## src/rtl/decoder_2dr_rr_sched.sv

```systemverilog
// decoder_2dr_rr_sched
// Round-robin scheduler sharing one dual-rail-input, one-hot-output decoder
// among N = 2**SIZE requesters. The winner's index is driven to the decoder as
// a dual-rail code for one cycle, the clocked one-hot reply is awaited, and a
// one-cycle grant is returned to the winner.
//
// Optional feature macro: DECODER_SCHED_CHECK_EN
//   defined   : one-hot reply compare, timeout, err pulse, warning message
//   undefined : WAIT lasts exactly DEC_LAT cycles, dec_out ignored, err = 0
//
// Parameters:
//   warning_file  tag for mismatch/timeout messages ("" = no message output)
//   SIZE          decoder address bits
//   DEC_LAT       decoder latency in cycles (code-present cycle to one-hot out)
//   TIMEOUT       max WAIT cycles before the decoder is declared dead (> DEC_LAT)
// Ports:
//   clk        rising-edge clock
//   rst        asynchronous active-high reset
//   req        request pulses, bit i = requester i
//   dec_in     dual-rail code, [b][0] = bit b is 1, [b][1] = bit b is 0, 00 = spacer
//   dec_valid  high in the cycle dec_in carries a code
//   dec_out    one-hot reply from decoder
//   grant      one-hot, one-cycle grant
//   busy       scheduler not idle
//   err        one-cycle pulse on mismatch/timeout
module decoder_2dr_rr_sched #(
    parameter string       warning_file = "",
    parameter int unsigned SIZE         = 2,
    parameter int unsigned DEC_LAT      = 1,
    parameter int unsigned TIMEOUT      = 4
) (
    input  logic                      clk,
    input  logic                      rst,
    input  logic [(1 << SIZE)-1:0]    req,
    output logic [SIZE-1:0][1:0]      dec_in,
    output logic                      dec_valid,
    input  logic [(1 << SIZE)-1:0]    dec_out,
    output logic [(1 << SIZE)-1:0]    grant,
    output logic                      busy,
    output logic                      err
);

    localparam int unsigned N     = 1 << SIZE;
    localparam int unsigned CNT_W = $clog2(TIMEOUT + DEC_LAT + 2);

    typedef enum logic [1:0] {
        ST_IDLE,
        ST_ISSUE,
        ST_WAIT,
        ST_GRANT
    } state_t;

    state_t            state;
    logic [N-1:0]      pend;
    logic [SIZE-1:0]   ptr;
    logic [SIZE-1:0]   sel;
    logic [CNT_W-1:0]  cnt;

    logic [SIZE-1:0]   win_c;
    logic [N-1:0]      sel_oh_c;
    logic [N-1:0]      clr_c;
    logic              to_grant_c;
    logic              to_fail_c;

    // First pending requester at or after ptr (wrapping); lowest offset wins.
    function automatic logic [SIZE-1:0] rr_pick(input logic [N-1:0]    p,
                                                input logic [SIZE-1:0] start);
        logic [SIZE-1:0] idx;
        rr_pick = start;
        for (int k = N - 1; k >= 0; k--) begin
            idx = start + SIZE'(k);
            if (p[idx]) rr_pick = idx;
        end
    endfunction

    // Binary index to dual-rail code: exactly one rail high per bit.
    function automatic logic [SIZE-1:0][1:0] dual_rail(input logic [SIZE-1:0] v);
        for (int b = 0; b < int'(SIZE); b++) begin
            dual_rail[b] = v[b] ? 2'b01 : 2'b10;
        end
    endfunction

`ifdef DECODER_SCHED_CHECK_EN
    // Report one warning line per failed decoder transaction.
    function automatic void log_fail(input logic [SIZE-1:0] s,
                                     input logic [N-1:0]    d);
        if (warning_file != "") begin
            $display("%0t decoder_2dr_rr_sched [%s]: decoder fault sel=%0d dec_out=%b",
                     $time, warning_file, s, d);
        end
    endfunction
`else
    // Reply and log path are absent in this build.
    logic unused_dec_out;
    assign unused_dec_out = ^dec_out;
    localparam bit unused_log_path = (warning_file != "");
`endif

    // Winner selection and WAIT-state exit decisions.
    always_comb begin
        win_c      = rr_pick(pend, ptr);
        sel_oh_c   = N'(1) << sel;
        to_grant_c = 1'b0;
        to_fail_c  = 1'b0;
        if (state == ST_WAIT) begin
`ifdef DECODER_SCHED_CHECK_EN
            if (dec_out != '0) begin
                if (dec_out == sel_oh_c) to_grant_c = 1'b1;
                else                     to_fail_c  = 1'b1;
            end else if ((cnt + CNT_W'(1)) == CNT_W'(TIMEOUT)) begin
                to_fail_c = 1'b1;
            end
`else
            if (cnt == CNT_W'(DEC_LAT - 1)) to_grant_c = 1'b1;
`endif
        end
        clr_c = to_grant_c ? sel_oh_c : '0;
    end

    // Scheduler FSM, pending set and round-robin pointer.
    always_ff @(posedge clk or posedge rst) begin
        if (rst) begin
            state     <= ST_IDLE;
            pend      <= '0;
            ptr       <= '0;
            sel       <= '0;
            cnt       <= '0;
            dec_in    <= '0;
            dec_valid <= 1'b0;
            grant     <= '0;
            busy      <= 1'b0;
            err       <= 1'b0;
        end else begin
            // A same-edge request re-arms the bit being granted.
            pend      <= (pend & ~clr_c) | req;
            dec_in    <= '0;
            dec_valid <= 1'b0;
            grant     <= '0;
            err       <= 1'b0;
            case (state)
                ST_IDLE: begin
                    if (pend != '0) begin
                        sel       <= win_c;
                        dec_in    <= dual_rail(win_c);
                        dec_valid <= 1'b1;
                        busy      <= 1'b1;
                        state     <= ST_ISSUE;
                    end
                end
                ST_ISSUE: begin
                    cnt   <= '0;
                    state <= ST_WAIT;
                end
                ST_WAIT: begin
                    if (to_grant_c) begin
                        grant <= sel_oh_c;
                        ptr   <= sel + SIZE'(1);
                        state <= ST_GRANT;
                    end else if (to_fail_c) begin
                        // Request stays pending and is retried from IDLE.
                        err   <= 1'b1;
                        busy  <= 1'b0;
                        state <= ST_IDLE;
`ifdef DECODER_SCHED_CHECK_EN
                        log_fail(sel, dec_out);
`endif
                    end else begin
                        cnt <= cnt + CNT_W'(1);
                    end
                end
                ST_GRANT: begin
                    busy  <= 1'b0;
                    state <= ST_IDLE;
                end
                default: begin
                    busy  <= 1'b0;
                    state <= ST_IDLE;
                end
            endcase
        end
    end

endmodule

```

## config.mk

```make
export PLATFORM = sky130hd
export DESIGN_NAME = decoder_2dr_rr_sched
export DESIGN_NICKNAME = d
export VERILOG_FILES = /design/src/rtl/decoder_2dr_rr_sched.sv
export SDC_FILE = /design/constraint.sdc
export NUM_CORES = 1
export LEC_CHECK = 0
export CORE_MARGIN = 1
export CORE_UTILIZATION = 54
export CTS_CLUSTER_DIAMETER = 50
export DETAILED_ROUTE_END_ITERATION = 6
export PLACE_DENSITY_LB_ADDON = 0.15
export SLEW_MARGIN = 30
export SYNTH_ARGS = -nofsm -noshare
export SYNTH_HDL_FRONTEND = slang
export SYNTH_SLANG_ARGS = --single-unit
export TNS_END_PERCENT = 20
```

## constraint.sdc

```tcl
create_clock -name clk -period 5 [get_ports clk]
set_clock_uncertainty 0.05 [all_clocks]
set_input_delay 1 -clock clk [delete_from_list [all_inputs] [get_ports clk]]
set_output_delay 1 -clock clk [all_outputs]
set_load 0.02 [all_outputs]
```

Word-level counts from Yosys, hierarchy flattened
Index checks and enable logic that the tools add are counted.
W data, S select, Z words.
{ "word_totals": {"reg_bits": 23, "input_bits": 10, "output_inout_bits": 11} }
{ "op_classes": {"addsub": 5, "magnitude_cmp": 4, "n_eq_ne": 6, "shifts": 1, "n_mux": 29, "n_bitwise": 3, "n_reduce_logical": 10} }
{ "op_table": {"columns": ["operator", "n"], "rows": [
  ["$mux W2", 8],
  ["$mux W4", 4],
  ["$lt A2 B3 Y1 const B", 4],
  ["$reduce_and A2 Y1", 5],
  ["$mux W1", 9],
  ["$bmux W1 S2", 4],
  ["$pmux W2 S4", 1],
  ["$ne A2 B2 Y1 const B", 3],
  ["$pmux W3 S2", 1],
  ["$add A2 B1 Y2 const B", 2],
  ["$add A2 B2 Y2 const B", 2],
  ["$and A4 B4 Y4", 1],
  ["$eq A2 B2 Y1 const B", 2],
  ["$not A4 Y4", 1],
  ["$or A4 B4 Y4", 1],
  ["$reduce_bool A2 Y1", 2],
  ["$reduce_bool A4 Y1", 1],
  ["$shl A1 B2 Y4 const A", 1],
  ["$add A3 B1 Y3 const B", 1],
  ["$logic_not A3 Y1", 1],
  ["$mux W3", 1],
  ["$eq A2 B1 Y1 const B", 1],
  ["$logic_not A2 Y1", 1],
  ["$pmux W1 S2", 1]
]} }

Logic depth before layout (Yosys ltp)
{ "logic_depth": {"word_depth": 10, "ltp_mapped": 6, "mapped_depth_nobuf": 6} }

Least setup slack after synthesis
OpenSTA, ideal clock, no wires.
{ "synth_timing": {"kind": "register to register", "startpoint": "register cnt[0]", "endpoint": "register state[1]", "t_arrival_ps": 1429, "t_required_ps": 4825, "path_slack_ps": 3396, "path_stages_with_launch": 6, "n_path_buf": 0, "period_less_slack_ps": 1604, "path_cell_list": "dfrtp_1 inv_1 ha_1 nor2b_1 a2bb2oi_1 mux2_2"} }
{ "synth_between": {"elab_chain_len": 5} }
{ "synth_rtl": {"columns": ["element", "line_no", "source"], "rows": [
  ["start: declaration", "57", "logic [CNT_W-1:0] cnt;"],
  ["start signal: assignment", "168", "cnt <= cnt + CNT_W'(1);"],
  ["$logic_not A3 Y1", "114", "if (cnt == CNT_W'(DEC_LAT - 1)) to_grant_c = 1'b1;"],
  ["$mux W1", "114", null],
  ["$mux W1", "105", "if (state == ST_WAIT) begin"],
  ["$ne A2 B2 Y1 (no line)", null, null],
  ["$reduce_and A2 Y1 (no line)", null, null],
  ["end signal: assignment", "123", "state <= ST_IDLE;"],
  ["end signal: assignment", "147", "state <= ST_ISSUE;"],
  ["end signal: assignment", "152", "state <= ST_WAIT;"],
  ["end: declaration", "53", "state_t state;"]
]} }
Every way passes these cells.
A chain may end at the register's enable or synchronous reset.

Final worst setup path
{ "layout_timing": {"startpoint": "register busy", "endpoint": "output port busy"} }
{ "layout_rtl": {"columns": ["element", "line_no", "source"], "rows": [
  ["start: declaration", "39", "output logic busy,"],
  ["start signal: assignment", "131", "busy <= 1'b0;"],
  ["start signal: assignment", "146", "busy <= 1'b1;"],
  ["start signal: assignment", "162", "busy <= 1'b0;"]
]} }
No word-level cell between the ends.

==> results <==
- The kind of capture point of the worst setup path is a primary output.
- The total DRC errors in the routed layout is 0.
- Among all stages on the critical path, the largest delay is contributed by clkdlybuf4s50_1.
- The path class of the lowest-slack min-delay path is reg -> reg.
- The cell area after technology mapping is 1111 um2.
- VDD sags by at most 0.3280 mV.
- The die is 47.36 um wide.
- The congestion estimate from routability-driven global placement came to 0.7692.
- The synthesized design contains 23 register bits.
- The post-CTS setup buffer count is 0.
- For this run, the register share of the synthesized area comes to 51.80%.
- The number of buffers and inverters on the critical path is 1.
- The post-synthesis share of cell area spent on xor and xnor gates is 0.7883%.
- The via count of the first global-routing pass is 660.
- The number of inserted diodes is 0.
- Across the run, the number of max-cap violations was 0.
- The commonest cells after synthesis are dfrtp_1, inv_1, ha_1, nand2_1, nor2_1.
- The leakage dissipation is 0.6332 nW.
- During synthesis, Yosys emitted a total of 0 warnings.
- Data arrives at the worst endpoint at 1.26 ns.
- In this run the biggest area consumer among cell types represents 51.80% of the synthesized area.
- After detailed routing, the average wire length per cell comes to 12.26 um.
- Entering global routing, the biggest net connects 24 pins.
- In this run, CTS created clock tree buffers numbering 3.
- The critical path is of the reg -> out type.
- Averaged over all synthesized cells, the footprint is 11.00 um2.
- The synthesized netlist devotes 13.85% of its cell area to simple gates.
- The initialized floorplan defines 16 standard-cell rows.
- The most common cell in the synthesized netlist is dfrtp_1.
- Input and output buffers added on the ports amount to 15.
- The first global-routing pass estimated 2.863 mm of wire.
- The slew at the pin closest to its max-slew limit is 0.7764 ns.
- The final critical path takes up 46.24% of the cycle.
- The worst max-slew margin expressed relative to the limit is 47.92%.
- The worst path in the final design needs a cycle of 2.312 ns, including I/O delays and setup.
- The fraction of layout cells with a size suffix above 1 is 8.475%.
- The floorplan step defined a die boundary enclosing 2243 um2.
- Counting the fill cells in the layout gives 150.
- The flow ran to the end, and the final reports show no timing, DRC or antenna violations.
- The worst path meets setup with 2.688 ns of slack.
- At the later pin of the worst-skew pair, clock insertion delay measures 0.30 ns.
- The area growth from synthesis to layout is 17.91%.
- The critical path goes through clkdlybuf4s50_1.
- The number of instances in the synthesized netlist is 101.
- The number of antenna violations at the first check in global routing is 0.
- The root buffer cell chosen for the clock tree is clkbuf_4.
- The HPWL after detailed placement is 1.348 mm.
- The adder-cell area share of the yosys netlist is 11.26%.
- Setup repair after global routing left no endpoint under its margin.
- After synthesis, the netlist uses 35 different library cells.
- After the first detailed-routing iteration, the DRC count stood at 10.
- The number of search-and-repair iterations in the first detailed-routing pass is 4.
- The global router's overall resource usage is 19.06%.
- The met3 track demand over resource in global routing is 3.846%.
- The post-place setup slack is 2.831 ns.
- The worst-case register-to-register setup slack is 3.24 ns.
- The max-slew violation count is 0.
- After detailed routing, the number of vias per cell comes to 5.028.
- STA classifies the critical path startpoint as a flop.
- For this run, the post-layout net count is 139.
- After synthesis, the share of flip-flops with an asynchronous set or reset is 100.0%.
- The final count of negative-setup-slack endpoints is 0.
- The biggest area contributor in the post-synthesis netlist is dfrtp_1.
- The family with the most delay on the worst path is buffers and inverters.
- The total nets after synthesis is 121.
- After synthesis, the cell types taking the most area are dfrtp_1, ha_1, inv_1, nand2_1, a21o_1.
- The number of synthesized flops with an enable pin is 0.
- The highest clock rate is 432.5 MHz.
- The via total after detailed routing is 729.
- The floorplan step defined a core boundary enclosing 1942 um2.
- Global routing used 26.41% of the available met1 tracks.
- The die is 47.36 um tall.
- The final hold violation count is 0.
- For this design the ratio of total power to cell area is 527.4 nW/um2.
- The hold-fix buffer count after cts is 0.
- The fraction of met2 tracks used by global routing is 28.77%.
- The clock transition at the register clock pins on the worst setup and hold paths after CTS is 0.12 ns.
- 21 I/O pins were placed.
- Once detail routing completed, the nets flagged for antenna violations numbered 0.
- The required time of the critical path is 3.95 ns.
- Summed over all layers, the global routing overflow is 0.
- Along the worst path, the maximum fanout reaches 2.
- The global routing stage identified its most utilized layer as met2.
- After clock tree synthesis, the repair step resized 0 gates.
- TritonCTS built the clock tree.
- The detailed-route wire length is 1.777 mm.
- The portion of synthesized area spent on multiplexers is 2.928%.
- The maximum buffer depth of the clock tree is 2.
- Summed over all failing endpoints, the final setup total negative slack is 0 ns.
- The flip-flop cell with the highest count after synthesis is dfrtp_1.
- For this design, the sink count on the clock tree is 23.
- The initial utilization of the core area, before any placement, comes to 57.22%.
- After synthesis, the largest family of logic cells by area is simple AND/OR/NAND/NOR gates.
- In this design, the stage delay of the slowest critical-path cell is 0.60 ns.
- The number of H-tree branching levels is 1.
- The synthesized netlist devotes 13.63% of its cell area to compound gates.
flip-flops by register name, indices dropped and copies added, names as in the netlist:
register	cells
busy	1
cnt	3
dec_in	4
dec_valid	1
grant	4
pend	4
ptr	2
sel	2
state	2
report_power, final:
group	total [mW]	internal [mW]	leakage (nW)	switching [mW]
clock network	0.0833	0.0310	0.0150	0.0522
registers	0.301	0.248	0.281	0.0523
logic	0.307	0.149	0.337	0.158
metal layers:
layer / wire length, um / up-vias
met3: 58 / 2
met1: 909 / 344
met5: 0 / -
met2: 785 / 11
met4: 23 / 0
li1: - / 372
area by class of cell:
class                   count  area (um2)  area share [%]
inverters                  13       48.80           3.725
flip-flops and latches     23       575.6           43.93
well taps                  27       33.78           2.579
clock buffers               4       26.28           2.006
multi-input cells          63       475.5           36.29
repair buffers             15       150.1           11.46
kinds of logic (layout without fill, tap and decap cells):
logic type      count (synthesis)  in the layout
simple gates                   28             28
compound gates                 20             20
flops                          23             23
other cells                     1              1
fa+ha+maj                      10             10
buf+inv                        15             32
mux                             3              3
xor+xnor                        1              1
final timing paths:
kind,from,end,cells past startpoint
worst max-delay path,busy$_DFFE_PP0P_,busy,1
worst min-delay path,cnt[2]$_DFFE_PP0P_,cnt[2]$_DFFE_PP0P_,1
worst max register to register,cnt[0]$_DFFE_PP0P_,state[1]$_DFFE_PP0P_,5
worst min register to register,cnt[2]$_DFFE_PP0P_,cnt[2]$_DFFE_PP0P_,1
max in group asynchronous,rst,ptr[1]$_DFFE_PP0P_,2
min in group asynchronous,rst,pend[1]$_DFF_PP0_,2
cell usage in the layout (no fill, tap or decap), types with 2 or more instances in the layout:
master and n:
and3b_1 2, inv_1 12, o21ai_0 3, a21o_1 3, a21oi_1 2, clkbuf_4 3
ha_1 10, nor2_1 6, nor2b_1 3, a31oi_1 2, a2bb2oi_1 2, dfrtp_1 23
nand2_1 8, clkdlybuf4s50_1 15, mux2_2 2
metrics by stage:
stage                     utilization (%)  hold slack, ns  power [mW]  instances  area [um2]
after global routing                67.46          0.4918      0.7432        145        1310
after CTS                           67.46          0.4731      0.6967        145        1310
after global placement              66.11          0.4421      0.6014        141        1284
after detailed placement            66.11          0.4506      0.6121        141        1284
final                               67.46          0.4720      0.6909        145        1310
after floorplan                         -          0.4162      0.5063        101        1111
(Power assumes the default switching activity.)
